`config.mk`:
```
export PLATFORM = sky130hd
export DESIGN_NAME = key_debounce
export DESIGN_NICKNAME = d
export VERILOG_FILES = /design/src/rtl/key_debounce_pkg.sv /design/src/rtl/key_debounce_sync_chain.sv /design/src/rtl/key_debounce.sv
export SDC_FILE = /design/constraint.sdc
export NUM_CORES = 1
export LEC_CHECK = 0
export CAP_MARGIN = 20
export CORE_MARGIN = 2
export CORE_UTILIZATION = 47
export CTS_BUF_LIST = sky130_fd_sc_hd__clkbuf_8
export DETAILED_ROUTE_END_ITERATION = 16
export PLACE_DENSITY = 0.67
export SYNTH_ARGS = -nofsm -noshare
export SYNTH_HDL_FRONTEND = slang
export SYNTH_SLANG_ARGS = --single-unit
```
`constraint.sdc`:
```
create_clock -name clk -period 5.6 [get_ports clk]
set_clock_uncertainty 0.15 [all_clocks]
set_input_delay 1.68 -clock clk [delete_from_list [all_inputs] [get_ports clk]]
set_output_delay 1.68 -clock clk [all_outputs]
set_load 0.02 [all_outputs]
```
`src/rtl/key_debounce_pkg.sv`:
```
// Shared types and defaults for the key debouncer slice.
package key_debounce_pkg;

    localparam int DEBOUNCE_CYCLES_DEF = 1000000;
    localparam int SYNC_STAGES_DEF     = 2;

    // Two stable states plus one timing state per direction of change.
    typedef enum logic [1:0] {
        ST_HIGH      = 2'b00,
        ST_FILT_LOW  = 2'b01,
        ST_LOW       = 2'b10,
        ST_FILT_HIGH = 2'b11
    } state_t;

    // Stable state that corresponds to a given debounced level.
    function automatic state_t stableState(input logic level);
        return level ? ST_HIGH : ST_LOW;
    endfunction

    // True for the states in which a candidate level is being timed.
    function automatic logic isFiltState(input state_t st);
        return (st == ST_FILT_LOW) || (st == ST_FILT_HIGH);
    endfunction

endpackage

```
`src/rtl/key_debounce_sync_chain.sv`:
```
// Multi-flop synchroniser bringing an asynchronous 1-bit level into clk.
module sync_chain #(
    parameter int   SYNC_STAGES = 2,
    parameter logic RESET_VALUE = 1'b1
) (
    input  logic i_clk,
    input  logic i_rst_n,
    input  logic i_d,
    output logic o_q
);

    logic [SYNC_STAGES-1:0] r_sync;

    // Shift the raw level through the chain; reset loads the idle level so no false edge appears.
    always_ff @(posedge i_clk) begin
        if (!i_rst_n) begin
            r_sync <= {SYNC_STAGES{RESET_VALUE}};
        end else begin
            r_sync <= {r_sync[SYNC_STAGES-2:0], i_d};
        end
    end

    assign o_q = r_sync[SYNC_STAGES-1];

endmodule

```
`src/rtl/key_debounce.sv`:
```
// Key debouncer: synchronises a bouncing key level and only accepts a new
// level once it has been seen stable for DEBOUNCE_CYCLES consecutive clocks.
module key_debounce
    import key_debounce_pkg::*;
#(
    parameter int   SYNC_STAGES     = SYNC_STAGES_DEF,
    parameter int   DEBOUNCE_CYCLES = DEBOUNCE_CYCLES_DEF,
    parameter logic IDLE_LEVEL      = 1'b1
) (
    input  logic clk,
    input  logic rst_n,
    input  logic key_in,
    output logic key_out,
    output logic filtering
);

    localparam int              CNT_W    = $clog2(DEBOUNCE_CYCLES);
    localparam logic [CNT_W-1:0] CNT_LAST = CNT_W'(DEBOUNCE_CYCLES - 1);
    localparam logic [CNT_W-1:0] CNT_ONE  = CNT_W'(1);

    logic             w_s;
    state_t           r_state;
    state_t           w_nextState;
    logic [CNT_W-1:0] r_cnt;
    logic [CNT_W-1:0] w_nextCnt;
    logic             r_keyOut;
    logic             w_nextKeyOut;
    logic             r_filtering;
    logic             w_nextFiltering;

    sync_chain #(
        .SYNC_STAGES (SYNC_STAGES),
        .RESET_VALUE (IDLE_LEVEL)
    ) u_sync (
        .i_clk   (clk),
        .i_rst_n (rst_n),
        .i_d     (key_in),
        .o_q     (w_s)
    );

    // Next-state logic: a reversal of the synchronised level abandons the candidate with no credit kept.
    always_comb begin
        w_nextState  = r_state;
        w_nextCnt    = r_cnt;
        w_nextKeyOut = r_keyOut;
        case (r_state)
            ST_HIGH: begin
                if (!w_s) begin
                    w_nextState = ST_FILT_LOW;
                    w_nextCnt   = '0;
                end
            end
            ST_FILT_LOW: begin
                if (w_s) begin
                    w_nextState = ST_HIGH;
                    w_nextCnt   = '0;
                end else if (r_cnt == CNT_LAST) begin
                    w_nextState  = ST_LOW;
                    w_nextKeyOut = 1'b0;
                    w_nextCnt    = '0;
                end else begin
                    w_nextCnt = r_cnt + CNT_ONE;
                end
            end
            ST_LOW: begin
                if (w_s) begin
                    w_nextState = ST_FILT_HIGH;
                    w_nextCnt   = '0;
                end
            end
            ST_FILT_HIGH: begin
                if (!w_s) begin
                    w_nextState = ST_LOW;
                    w_nextCnt   = '0;
                end else if (r_cnt == CNT_LAST) begin
                    w_nextState  = ST_HIGH;
                    w_nextKeyOut = 1'b1;
                    w_nextCnt    = '0;
                end else begin
                    w_nextCnt = r_cnt + CNT_ONE;
                end
            end
            default: begin
                w_nextState  = stableState(IDLE_LEVEL);
                w_nextCnt    = '0;
                w_nextKeyOut = IDLE_LEVEL;
            end
        endcase
        w_nextFiltering = isFiltState(w_nextState);
    end

    // State, counter and both outputs are registered together so filtering always matches the state.
    always_ff @(posedge clk) begin
        if (!rst_n) begin
            r_state     <= stableState(IDLE_LEVEL);
            r_cnt       <= '0;
            r_keyOut    <= IDLE_LEVEL;
            r_filtering <= 1'b0;
        end else begin
            r_state     <= w_nextState;
            r_cnt       <= w_nextCnt;
            r_keyOut    <= w_nextKeyOut;
            r_filtering <= w_nextFiltering;
        end
    end

    assign key_out   = r_keyOut;
    assign filtering = r_filtering;

endmodule
```
==> parameters.txt, run 1 <==
Parameter                              Value

Worst setup path
  Crit-path slowest cell    sky130_fd_sc_hd__clkdlybuf4s50_1
  Start of the worst register-to-register path    r_cnt[0]$_SDFFE_PN0P_
  Worst Setup Start Kind    input pin
  Launching element of the worst setup path    rst_n
  WP data arrival    3.77 ns
  Maximum fanout count along the critical path    21
  Category of the critical setup timing path    input pin to register
  Data required time at the worst endpoint    5.64 ns
  Critical path endpoint category    register
  Cell repeated most along the worst path    sky130_fd_sc_hd__a31oi_1
  Cells along the critical path    clkdlybuf4s50_1 > nand3_1 > a31oi_1 > o21ai_0 > a31oi_1
  Largest stage delay, worst path    0.85 ns

Timing
  Hold Fails Final Rpt    0
  Setup repair after global routing missed its margin    false
  Number of pins with negative max-slew slack in the final report    0
  Final Worst Setup Slack    1.87 ns
  Worst slew margin relative to its limit    0.435
  Slew @ Worst Pin    between 0.8 and 0.9 ns
  Final number of setup-violating endpoints    0
  Final-layout setup total negative slack    0 ns
  Tcrit/Tclk final    0.666
  Crit path time final    3.73 ns
  Upper clock frequency limit    between 200 and 300 MHz

Place
  # port buffers    4
  Placed instance area    0.00136 sq mm
  Post-detail-place hpwl    2020 microns
  Weighted congestion reported at the end of routability-driven placement    0.805
  Post-placement setup slack    roughly 1.6 ns

Layout
  Share of layout cells above drive strength 1    0.0741
  Post-route cell area    0.00141 sq mm
  Area added between synthesis and finish    5.35%
  Number of inserted diodes    0
  Total of fill cells in the finished design    256
  Number of nets in the layout    167
  Utilization of the core after routing    0.514

Detailed routing
  Vias after detailed routing    1204
  Wire length after detailed routing    ~2800 microns
  Detail-routed net length per standard cell    ~15 microns
  DRC violations left    0
  First-pass iteration count of the detailed router    4
  Detail Route Antenna Nets    0
  DRC violation total after the first TritonRoute iteration    between 40 and 50
  Vias per cell    between 6 and 7

Status
  Run status    finished clean

Clock tree
  H-tree depth    1
  Clock slew at reported path FFs    about 0.08 ns
  Clock tree from TritonCTS    done
  Number of sinks on the clock net    25
  TritonCTS Buffers    3
  Root cell of the clock tree    sky130_fd_sc_hd__clkbuf_8
  Worst-Skew Late Latency    about 0.27 ns
  Number of hold-repair buffers added at the cts stage    0
  Post-CTS Resized    0
  Number of setup buffers added after CTS    0
  Maximum number of buffers from clock root to sink    2

Global routing
  Overall track demand over capacity in global routing    0.185
  Antenna violations before repair    0
  Maximum number of pins on one net before global-route repair    22
  Remaining global-route overflow    0
  Number of global-route vias before repair    about 1100
  Wire length of the first global-routing pass    4740 microns

Yosys
  Mean area per synthesized cell    between 8 and 9 sq um
  Proportion of register bits with asynchronous set or reset after synthesis    0
  Synthesis warning total    0
  Number of flip-flops and latches in the synthesized netlist    25
  Number of nets in the synthesized netlist    165
  Post-synth top flop    sky130_fd_sc_hd__dfxtp_1
  Library cell occupying the most area in the post-synthesis netlist    sky130_fd_sc_hd__dfxtp_1
  Most frequent cells after synthesis    sky130_fd_sc_hd__dfxtp_1, sky130_fd_sc_hd__nand2_1, sky130_fd_sc_hd__nor2_1
  Number of flops mapped to enable cells by yosys    0
  Top post-synthesis cells by area    sky130_fd_sc_hd__dfxtp_1, sky130_fd_sc_hd__nand2_1, sky130_fd_sc_hd__nand3_1
  Sequential-to-total area share from yosys stat    0.375
  Number of instances in the synthesized netlist    about 160
  Proportion of netlist area held by the largest area contributor    0.375
  Most repeated cell in the gate-level netlist after synthesis    sky130_fd_sc_hd__dfxtp_1
  Mapped cell area    between 0.001 and 0.0015 sq mm
  Count of unique library cells instantiated by Yosys    between 40 and 50

Power
  Worst-case vdd ir drop    0.000138 V
  Overall power consumption    299 uW
  Power density over the cells    213 mW/mm^2
  Static leakage    0.445 nW

Floorplan
  Count of pins on the block boundary    5
  Starting utilization of the core area    0.488
  Core Footprint    0.00273 sq mm
  Vertical extent of the die    roughly 57 microns
  Number of placement rows    19
  Full die area    around 0.0033 sq mm
  Overall die width    between 50 and 60 microns

Worst hold path
  Worst hold path type    register to register
  Startpoint of the most critical hold path    u_sync.r_sync[0]$_SDFF_PN1_

Job
  Max-cap violations    0
==> state kept, by name (all words and copies together), names as in the netlist <==
register	count
r_cnt	20
r_state	2
u_sync.r_sync	2
key_out	1
==> through the flow <==
stage                     cells  hold slack, ns
after floorplan             161           0.236
after global placement      189           0.251
after detailed placement    189           0.253
after CTS                   193           0.274
after global routing        193           0.281
final                       193           0.269
==> layer usage <==
layer | part of all wire | track usage | vias up
met5 | 0 | 0 | -
met4 | 0.016 | 0.0997 | 0
met3 | 0.040 | 0.0317 | 5
met2 | 0.49 | 0.294 | 32
met1 | 0.45 | 0.240 | 569
li1 | - | - | 598
==> worst max-delay path: cells and delay by family <==
family | cells | cell delay (ns)
buf+inv | 1 | 0.85
compound gates | 3 | 1.07
simple gates | 1 | 0.16
==> final cells by class <==
class	instances	area [sq um]	share of cell area
timing repair buffer	4	40.0	0.0285
clock buffer	3	41.3	0.0294
inverter	2	7.51	0.00534
multi-input combinational	127	772	0.549
tap	31	38.8	0.0276
sequential	25	500	0.356
clock inverter	1	5.00	0.00356
==> worst paths after layout <==
path                                      end  slack [ns]  cells past startpoint
setup / recovery       r_cnt[14]$_SDFFE_PN0P_        1.87                      5
hold reg to reg   u_sync.r_sync[1]$_SDFF_PN1_        0.27                      1
hold / removal    u_sync.r_sync[1]$_SDFF_PN1_        0.27                      1
setup reg to reg       r_cnt[10]$_SDFFE_PN0P_        3.31                      6
==> placed cells by master (no fill, tap or decap), drive strengths merged, types with 3 or more instances in the layout <==
cell | synthesis | routed
nor2b | 3 | 3
nand2 | 20 | 20
o21ai | 10 | 10
dfxtp | 25 | 25
o211ai | 4 | 4
clkdlybuf4s50 | 1 | 4
a21oi | 8 | 8
or2 | 3 | 3
nand4 | 6 | 6
and2 | 3 | 3
a21boi | 7 | 7
nor2 | 11 | 11
and3 | 4 | 4
nand3 | 10 | 10
clkbuf | 4 | 3
nor3 | 6 | 6
a31oi | 7 | 7
nor4 | 3 | 3
xnor2 | 3 | 3
==> cell families after synthesis <==
logic type / after synthesis / synth area share
muxes: 2 / 0.0150
and+or+nand+nor: 79 / 0.330
xor gates and xnor gates: 3 / 0.0197
buffers and inverters: 9 / 0.0460
DFF: 25 / 0.375
AOI/OAI and AO/OA: 42 / 0.205
adders and majority gates: 1 / 0.00938
==> power by group <==
| part | total [mW] | internal (mW) | switching, mW |
|---|---|---|---|
| Combinational | 0.0110 | 0.00454 | 0.00641 |
| Clock | 0.109 | 0.0498 | 0.0587 |
| Sequential | 0.179 | 0.179 | 0.000702 |
| Total | 0.299 | 0.233 | 0.0658 |
Power figures use the tool's default switching activity.
==> run 2: changes to the inputs <==
PLACE_DENSITY = 0.7   (was 0.67)
clock period = 3.3 ns   (was 5.6 ns; I/O delays follow)
==> run 2 against run 1 <==
  * Clock power grew 62%
  * Register-to-register slack lost 2.3 ns
  * First-iteration DRC count grew 11%
  * Critical path depth is the same
  * Die area is the same
  * Clock-buffer cell count is the same
  * Hold slack gained 0.0059 ns
  * Non-clock buffer count grew 1
  * Worst setup slack lost 1.1 ns
  * Global-route usage shrank 0.27 points
  * Sequential share of layout area shrank 0.16 points
  * Design area grew 0.44%
  * Critical endpoint is now r_cnt[16]$_SDFFE_PN0P_
  * Largest power group unchanged
==> parameters.txt, run 2 (synthesis gave the netlist of run 1 again) <==
Parameter                              Value

Status
  Run status    finished clean

Power
  Net switching share of the total power    0.212 (-0.00795)
  Clock power frac    0.353 (-0.010)
  Static leakage    0.451 nW (+1.4%)
  Comb pwr share    0.040 (+0.003)
  Worst-case vdd ir drop    0.000272 V (+97%)
  Net switching power of the design    106 uW (+62%)
  Internal portion of total power    394 uW (+69%)
  Overall power consumption    501 uW (+68%)
  Portion of total power attributed to sequential cells    0.607 (+0.007)
  Power density over the cells    355 mW/mm^2 (+67%)

Global routing
  Number of global-route vias before repair    1101 (+3.6%)
  Wire length of the first global-routing pass    4780 microns (+0.86%)
  Antenna violations before repair    0 (unchanged)
  Maximum number of pins on one net before global-route repair    21 (-4.5%)
  Remaining global-route overflow    0 (unchanged)
  Overall track demand over capacity in global routing    0.183 (-0.00266)

Detailed routing
  DRC violation total after the first TritonRoute iteration    49 (+11%)
  Sum of met2 wire segment lengths after detailed routing    1270 microns (-7.8%)
  Detail Route Antenna Nets    0 (unchanged)
  Detail-routed net length per standard cell    13.9 microns (-3.9%)
  Vias per cell    6.08 (-2.5%)
  Wire length after detailed routing    2700 microns (-3.4%)
  First-pass iteration count of the detailed router    4 (unchanged)
  DRC violations left    0 (unchanged)
  Vias after detailed routing    1180 (-2.0%)
  Routed length on met1    1330 microns (+5.0%)
  Met3 WL post-DR    76 microns (-32%)
  Highest layer used for signal routing    met4

Layout
  Area added between synthesis and finish    5.82%
  Number of flip-flops in the largest register    20 (unchanged)
  Commonest non-fill, non-tap cells in the layout    sky130_fd_sc_hd__dfxtp_1, sky130_fd_sc_hd__nand2_1, sky130_fd_sc_hd__nor2_1, sky130_fd_sc_hd__nand3_1
  Share of layout cells above drive strength 1    0.0736 (-0.000454)
  Leading registers by flop count    r_cnt: 20 flops, r_state: 2 flops, u_sync.r_sync: 2 flops
  Largest register by flop count    r_cnt
  Total of fill cells in the finished design    250 (-2.3%)
  Leading cell type in the layout, fill and taps excluded    sky130_fd_sc_hd__dfxtp_1
  Number of inserted diodes    0 (unchanged)
  Number of nets in the layout    168 (+0.60%)

Worst setup path
  Maximum fanout count along the critical path    11 (-48%)
  WP data arrival    2.62 ns (-1.15 ns)
  Worst-case register-to-register setup slack    0.99 ns (-2.32 ns)
  Category of the critical setup timing path    input pin to register
  Launching element of the worst setup path    rst_n
  Start of the worst register-to-register path    r_cnt[0]$_SDFFE_PN0P_
  Data required time at the worst endpoint    3.35 ns (-2.29 ns)
  Critical path endpoint category    register
  Worst Setup Start Kind    input pin

Timing
  Setup repair after global routing missed its margin    false
  Tcrit/Tclk final    0.779
  Upper clock frequency limit    389 MHz
  Crit path time final    2.57 ns
  Slew @ Worst Pin    0.863 ns (+0.0199 ns)
  Number of pins with negative max-slew slack in the final report    0 (unchanged)
  Hold Fails Final Rpt    0 (unchanged)
  Final-layout setup total negative slack    0 ns (unchanged)
  Final Worst Setup Slack    0.729 ns (-1.14 ns)
  Final number of setup-violating endpoints    0 (unchanged)
  Worst slew margin relative to its limit    0.423 (-0.0128)

Floorplan
  Vertical extent of the die    57.3 microns (unchanged)
  Count of pins on the block boundary    5 (unchanged)
  Starting utilization of the core area    0.488 (unchanged)
  Full die area    0.00328 sq mm (unchanged)
  Number of placement rows    19 (unchanged)
  Core Footprint    0.00273 sq mm (unchanged)
  Overall die width    57.3 microns (unchanged)

Clock tree
  Number of sinks on the clock net    25 (unchanged)
  H-tree depth    1 (unchanged)
  Post-CTS Resized    0 (unchanged)
  Number of hold-repair buffers added at the cts stage    0 (unchanged)
  Root cell of the clock tree    sky130_fd_sc_hd__clkbuf_8
  Maximum number of buffers from clock root to sink    2 (unchanged)
  TritonCTS Buffers    3 (unchanged)
  Clock tree from TritonCTS    done
  Clock slew at reported path FFs    0.09 ns (about the same)
  Worst-Skew Late Latency    0.26 ns (about the same)
  Number of setup buffers added after CTS    0 (unchanged)

Place
  Weighted congestion reported at the end of routability-driven placement    0.850 (+5.6%)
  Post-detail-place hpwl    1970 microns (-2.3%)
  # port buffers    4 (unchanged)
  Post-placement setup slack    0.450 ns (-1.18 ns)

Worst hold path
  Startpoint of the most critical hold path    u_sync.r_sync[0]$_SDFF_PN1_
  Worst hold path type    register to register

Job
  Max-cap violations    0 (unchanged)
## run 2: layout make-up
type	instances	area, sq um	area share
inverter	2	7.51	0.00532
clock buffer	3	41.3	0.0293
sequential	25	500	0.355
clock inverter	1	3.75	0.00266
timing repair buffer	5	47.5	0.0337
tap	31	38.8	0.0275
multi-input combinational	127	772	0.547
## run 2: stage by stage
step | cell area [sq um] | std cells | hold WS [ns] | utilization
final | 1410 | 194 | 0.274 | 0.516
after global routing | 1410 | 194 | 0.322 | 0.516
after CTS | 1410 | 194 | 0.282 | 0.516
after detailed placement | 1370 | 190 | 0.258 | 0.500
after global placement | 1370 | 190 | 0.247 | 0.500
after floorplan | 1330 | 161 | 0.236 | -
## run 2: per-layer routing
| layer | vias to the layer above | GRT usage |
|---|---|---|
| met5 | - | 0 |
| li1 | 598 | - |
| met3 | 4 | 0.0227 |
| met2 | 22 | 0.300 |
| met1 | 556 | 0.241 |
| met4 | 0 | 0.0797 |
## run 2: path summary, 6_finish.rpt
kind	end	cells past startpoint
max reg2reg	r_cnt[10]$_SDFFE_PN0P_	6
min	u_sync.r_sync[1]$_SDFF_PN1_	1
min reg2reg	u_sync.r_sync[1]$_SDFF_PN1_	1
max	r_cnt[16]$_SDFFE_PN0P_	5
## run 2: worst max-delay path: stages
cell,delay [ns]
sky130_fd_sc_hd__clkdlybuf4s50_1,0.48
sky130_fd_sc_hd__nand3_1,0.08
sky130_fd_sc_hd__a31oi_1,0.64
sky130_fd_sc_hd__a41oi_1,0.24
sky130_fd_sc_hd__a31oi_1,0.18
## run 2: power by group through the flow
stage          logic (mW)  registers, mW  clock network, mW
5_1_grt            0.0218          0.304              0.193
6_report           0.0199          0.304              0.177
4_1_cts            0.0201          0.304              0.181
3_3_place_gp       0.0195          0.311                  0
3_5_place_dp       0.0199          0.311                  0
2_1_floorplan      0.0148          0.311                  0
==> run 3: changes to the inputs <==
PLACE_DENSITY = 0.67   (was 0.7)
clock period = 2.49 ns   (was 3.3 ns; I/O delays follow)
==> run 3 against run 2 <==
  * Clock power is 34% higher
  * Hold slack got worse by 0.00071 ns
  * Sequential power is 33% higher
  * Clock-buffer cell count unchanged
==> parameters.txt, run 3 (synthesis gave the netlist of run 1 again) <==
Parameter                              Value

Detailed routing
  Wire length after detailed routing    2880 microns (+6.5%)
  Vias after detailed routing    1202 (+1.9%)
  Detail-routed net length per standard cell    14.5 microns (+3.9%)
  Detail Route Antenna Nets    0 (unchanged)
  Vias per cell    6.04 (-0.70%)
  DRC violation total after the first TritonRoute iteration    42 (-14%)
  DRC violations left    0 (unchanged)
  First-pass iteration count of the detailed router    4 (unchanged)

Clock tree
  Worst-Skew Late Latency    0.27 ns (about the same)
  Number of setup buffers added after CTS    0 (unchanged)
  Root cell of the clock tree    sky130_fd_sc_hd__clkbuf_8
  H-tree depth    1 (unchanged)
  Post-CTS Resized    0 (unchanged)
  TritonCTS Buffers    3 (unchanged)
  Clock slew at reported path FFs    0.09 ns (about the same)
  Clock tree from TritonCTS    done
  Number of hold-repair buffers added at the cts stage    0 (unchanged)
  Number of sinks on the clock net    25 (unchanged)
  Maximum number of buffers from clock root to sink    2 (unchanged)

Timing
  Final-layout setup total negative slack    0 ns (unchanged)
  Crit path time final    2.22 ns
  Setup repair after global routing missed its margin    false
  Upper clock frequency limit    roughly 450 MHz
  Tcrit/Tclk final    0.892
  Slew @ Worst Pin    0.434 ns (-0.429 ns)
  Number of pins with negative max-slew slack in the final report    0 (unchanged)
  Hold Fails Final Rpt    0 (unchanged)
  Final number of setup-violating endpoints    0 (unchanged)
  Worst slew margin relative to its limit    0.710 (+0.287)

Worst setup path
  Start of the worst register-to-register path    r_cnt[0]$_SDFFE_PN0P_
  Crit path max-delay family    buffers and inverters
  Worst-case register-to-register setup slack    0.36 ns (-0.63 ns)
  Category of the critical setup timing path    register to output pin
  Worst Setup Start Kind    register
  Critical path buffers and inverters    1 (unchanged)
  Critical path endpoint category    output pin
  Data required time at the worst endpoint    1.59 ns (-1.76 ns)
  Cell depth of the worst flop-to-flop path    7 (+1)
  WP data arrival    1.32 ns (-1.30 ns)
  Largest stage delay, worst path    0.64 ns (about the same)
  Maximum fanout count along the critical path    7 (-4)
  Crit-path slowest cell    sky130_fd_sc_hd__clkdlybuf4s50_1
  Endpoint of the most critical register-to-register path    r_cnt[1]$_SDFFE_PN0P_
  Cells along the critical path    clkdlybuf4s50_1
  Launching element of the worst setup path    r_state[0]$_SDFF_PN0_

Place
  # port buffers    4 (unchanged)
  Instance count after placement with tap cells included    195 (+2.6%)
  Post-detail-place hpwl    2070 microns (+5.0%)
  Weighted congestion reported at the end of routability-driven placement    0.871 (+2.4%)

Layout
  Leading registers by flop count    r_cnt: 20 flops, r_state: 2 flops, u_sync.r_sync: 2 flops
  Number of nets in the layout    173 (+3.0%)
  Largest register by flop count    r_cnt
  Area added between synthesis and finish    8.72%
  Share of layout cells above drive strength 1    0.107 (+0.0335)
  Leading cell type in the layout, fill and taps excluded    sky130_fd_sc_hd__dfxtp_1
  Number of flip-flops in the largest register    20 (unchanged)
  Commonest non-fill, non-tap cells in the layout    sky130_fd_sc_hd__dfxtp_1, sky130_fd_sc_hd__nand2_1, sky130_fd_sc_hd__nor2_1, sky130_fd_sc_hd__nand3_1
  Number of standard cells in the layout, taps in and fillers out    199 (+2.6%)
  Number of inserted diodes    0 (unchanged)
  Total of fill cells in the finished design    262 (+4.8%)

Global routing
  Remaining global-route overflow    0 (unchanged)
  Antenna violations before repair    0 (unchanged)
  Wire length of the first global-routing pass    5060 microns (+5.9%)
  Maximum number of pins on one net before global-route repair    21 (unchanged)
  Overall track demand over capacity in global routing    0.196 (+0.0130)
  Number of global-route vias before repair    1151 (+4.5%)

Floorplan
  Number of placement rows    19 (unchanged)
  Vertical extent of the die    57.3 microns (unchanged)
  Starting utilization of the core area    0.488 (unchanged)
  Count of pins on the block boundary    5 (unchanged)
  Full die area    0.00328 sq mm (unchanged)
  Core Footprint    0.00273 sq mm (unchanged)
  Overall die width    57.3 microns (unchanged)

Power
  Static leakage    0.474 nW (+5.2%)
  Power density over the cells    462 mW/mm^2 (+30%)
  Worst-case vdd ir drop    0.000305 V (+12%)

Worst hold path
  Number of cells on the worst hold path    1 (unchanged)
  Sink of the worst hold path    u_sync.r_sync[1]$_SDFF_PN1_
  Worst hold path type    register to register
  Startpoint of the most critical hold path    u_sync.r_sync[0]$_SDFF_PN1_

Status
  Run status    finished clean

Job
  Max-cap violations    0 (unchanged)
run 3: changes by cell type in the layout (fill, tap and decap cells not counted):
| cell | delta |
|---|---|
| sky130_fd_sc_hd__buf_4 | +5 |
| sky130_fd_sc_hd__clkinv_2 | +1 |
| sky130_fd_sc_hd__inv_1 | -1 |
run 3: how the worst max path moves through the flow:
| stage | endpoint | slack, ns | cells after the start |
|---|---|---|---|
| floorplan | r_cnt[18]$_SDFFE_PN0P_ | 0.49 | 6 |
| global placement | r_cnt[12]$_SDFFE_PN0P_ | 0.36 | 4 |
| detailed placement | r_cnt[1]$_SDFFE_PN0P_ | 0.36 | 7 |
| CTS | filtering | 0.26 | 1 |
| global route | r_cnt[1]$_SDFFE_PN0P_ | 0.17 | 7 |
| finish | filtering | 0.27 | 1 |
run 3: cell type report:
cell class / instances / area [sq um] / share of cell area
timing repair buffer: 10 / 85.1 / 0.0587
tap: 31 / 38.8 / 0.0267
inverter: 2 / 7.51 / 0.00518
multi-input combinational: 127 / 772 / 0.532
sequential: 25 / 500 / 0.345
clock inverter: 1 / 5.00 / 0.00345
clock buffer: 3 / 41.3 / 0.0285
run 3: through the flow:
step | utilization | hold slack [ns] | setup WS, ns | instance area, sq um | total power, mW
after floorplan | - | 0.236 | 0.494 | 1330 | 0.432
after global placement | 0.514 | 0.248 | 0.362 | 1400 | 0.440
after detailed placement | 0.514 | 0.257 | 0.359 | 1400 | 0.441
after CTS | 0.530 | 0.283 | 0.257 | 1450 | 0.677
after global routing | 0.530 | 0.295 | 0.171 | 1450 | 0.695
final | 0.530 | 0.274 | 0.268 | 1450 | 0.670
run 3: power breakdown:
part / switching, mW / internal, mW
Clock: 0.126 / 0.112
Combinational: 0.0159 / 0.0126
Sequential: 0.00156 / 0.401
run 3: per-layer routing:
metal | share of wire | global-route usage | up-vias
li1 | - | - | 606
met1 | 0.48 | 0.253 | 557
met2 | 0.47 | 0.328 | 34
met3 | 0.037 | 0.0227 | 5
met4 | 0.015 | 0.0864 | 0
met5 | 0 | 0 | -
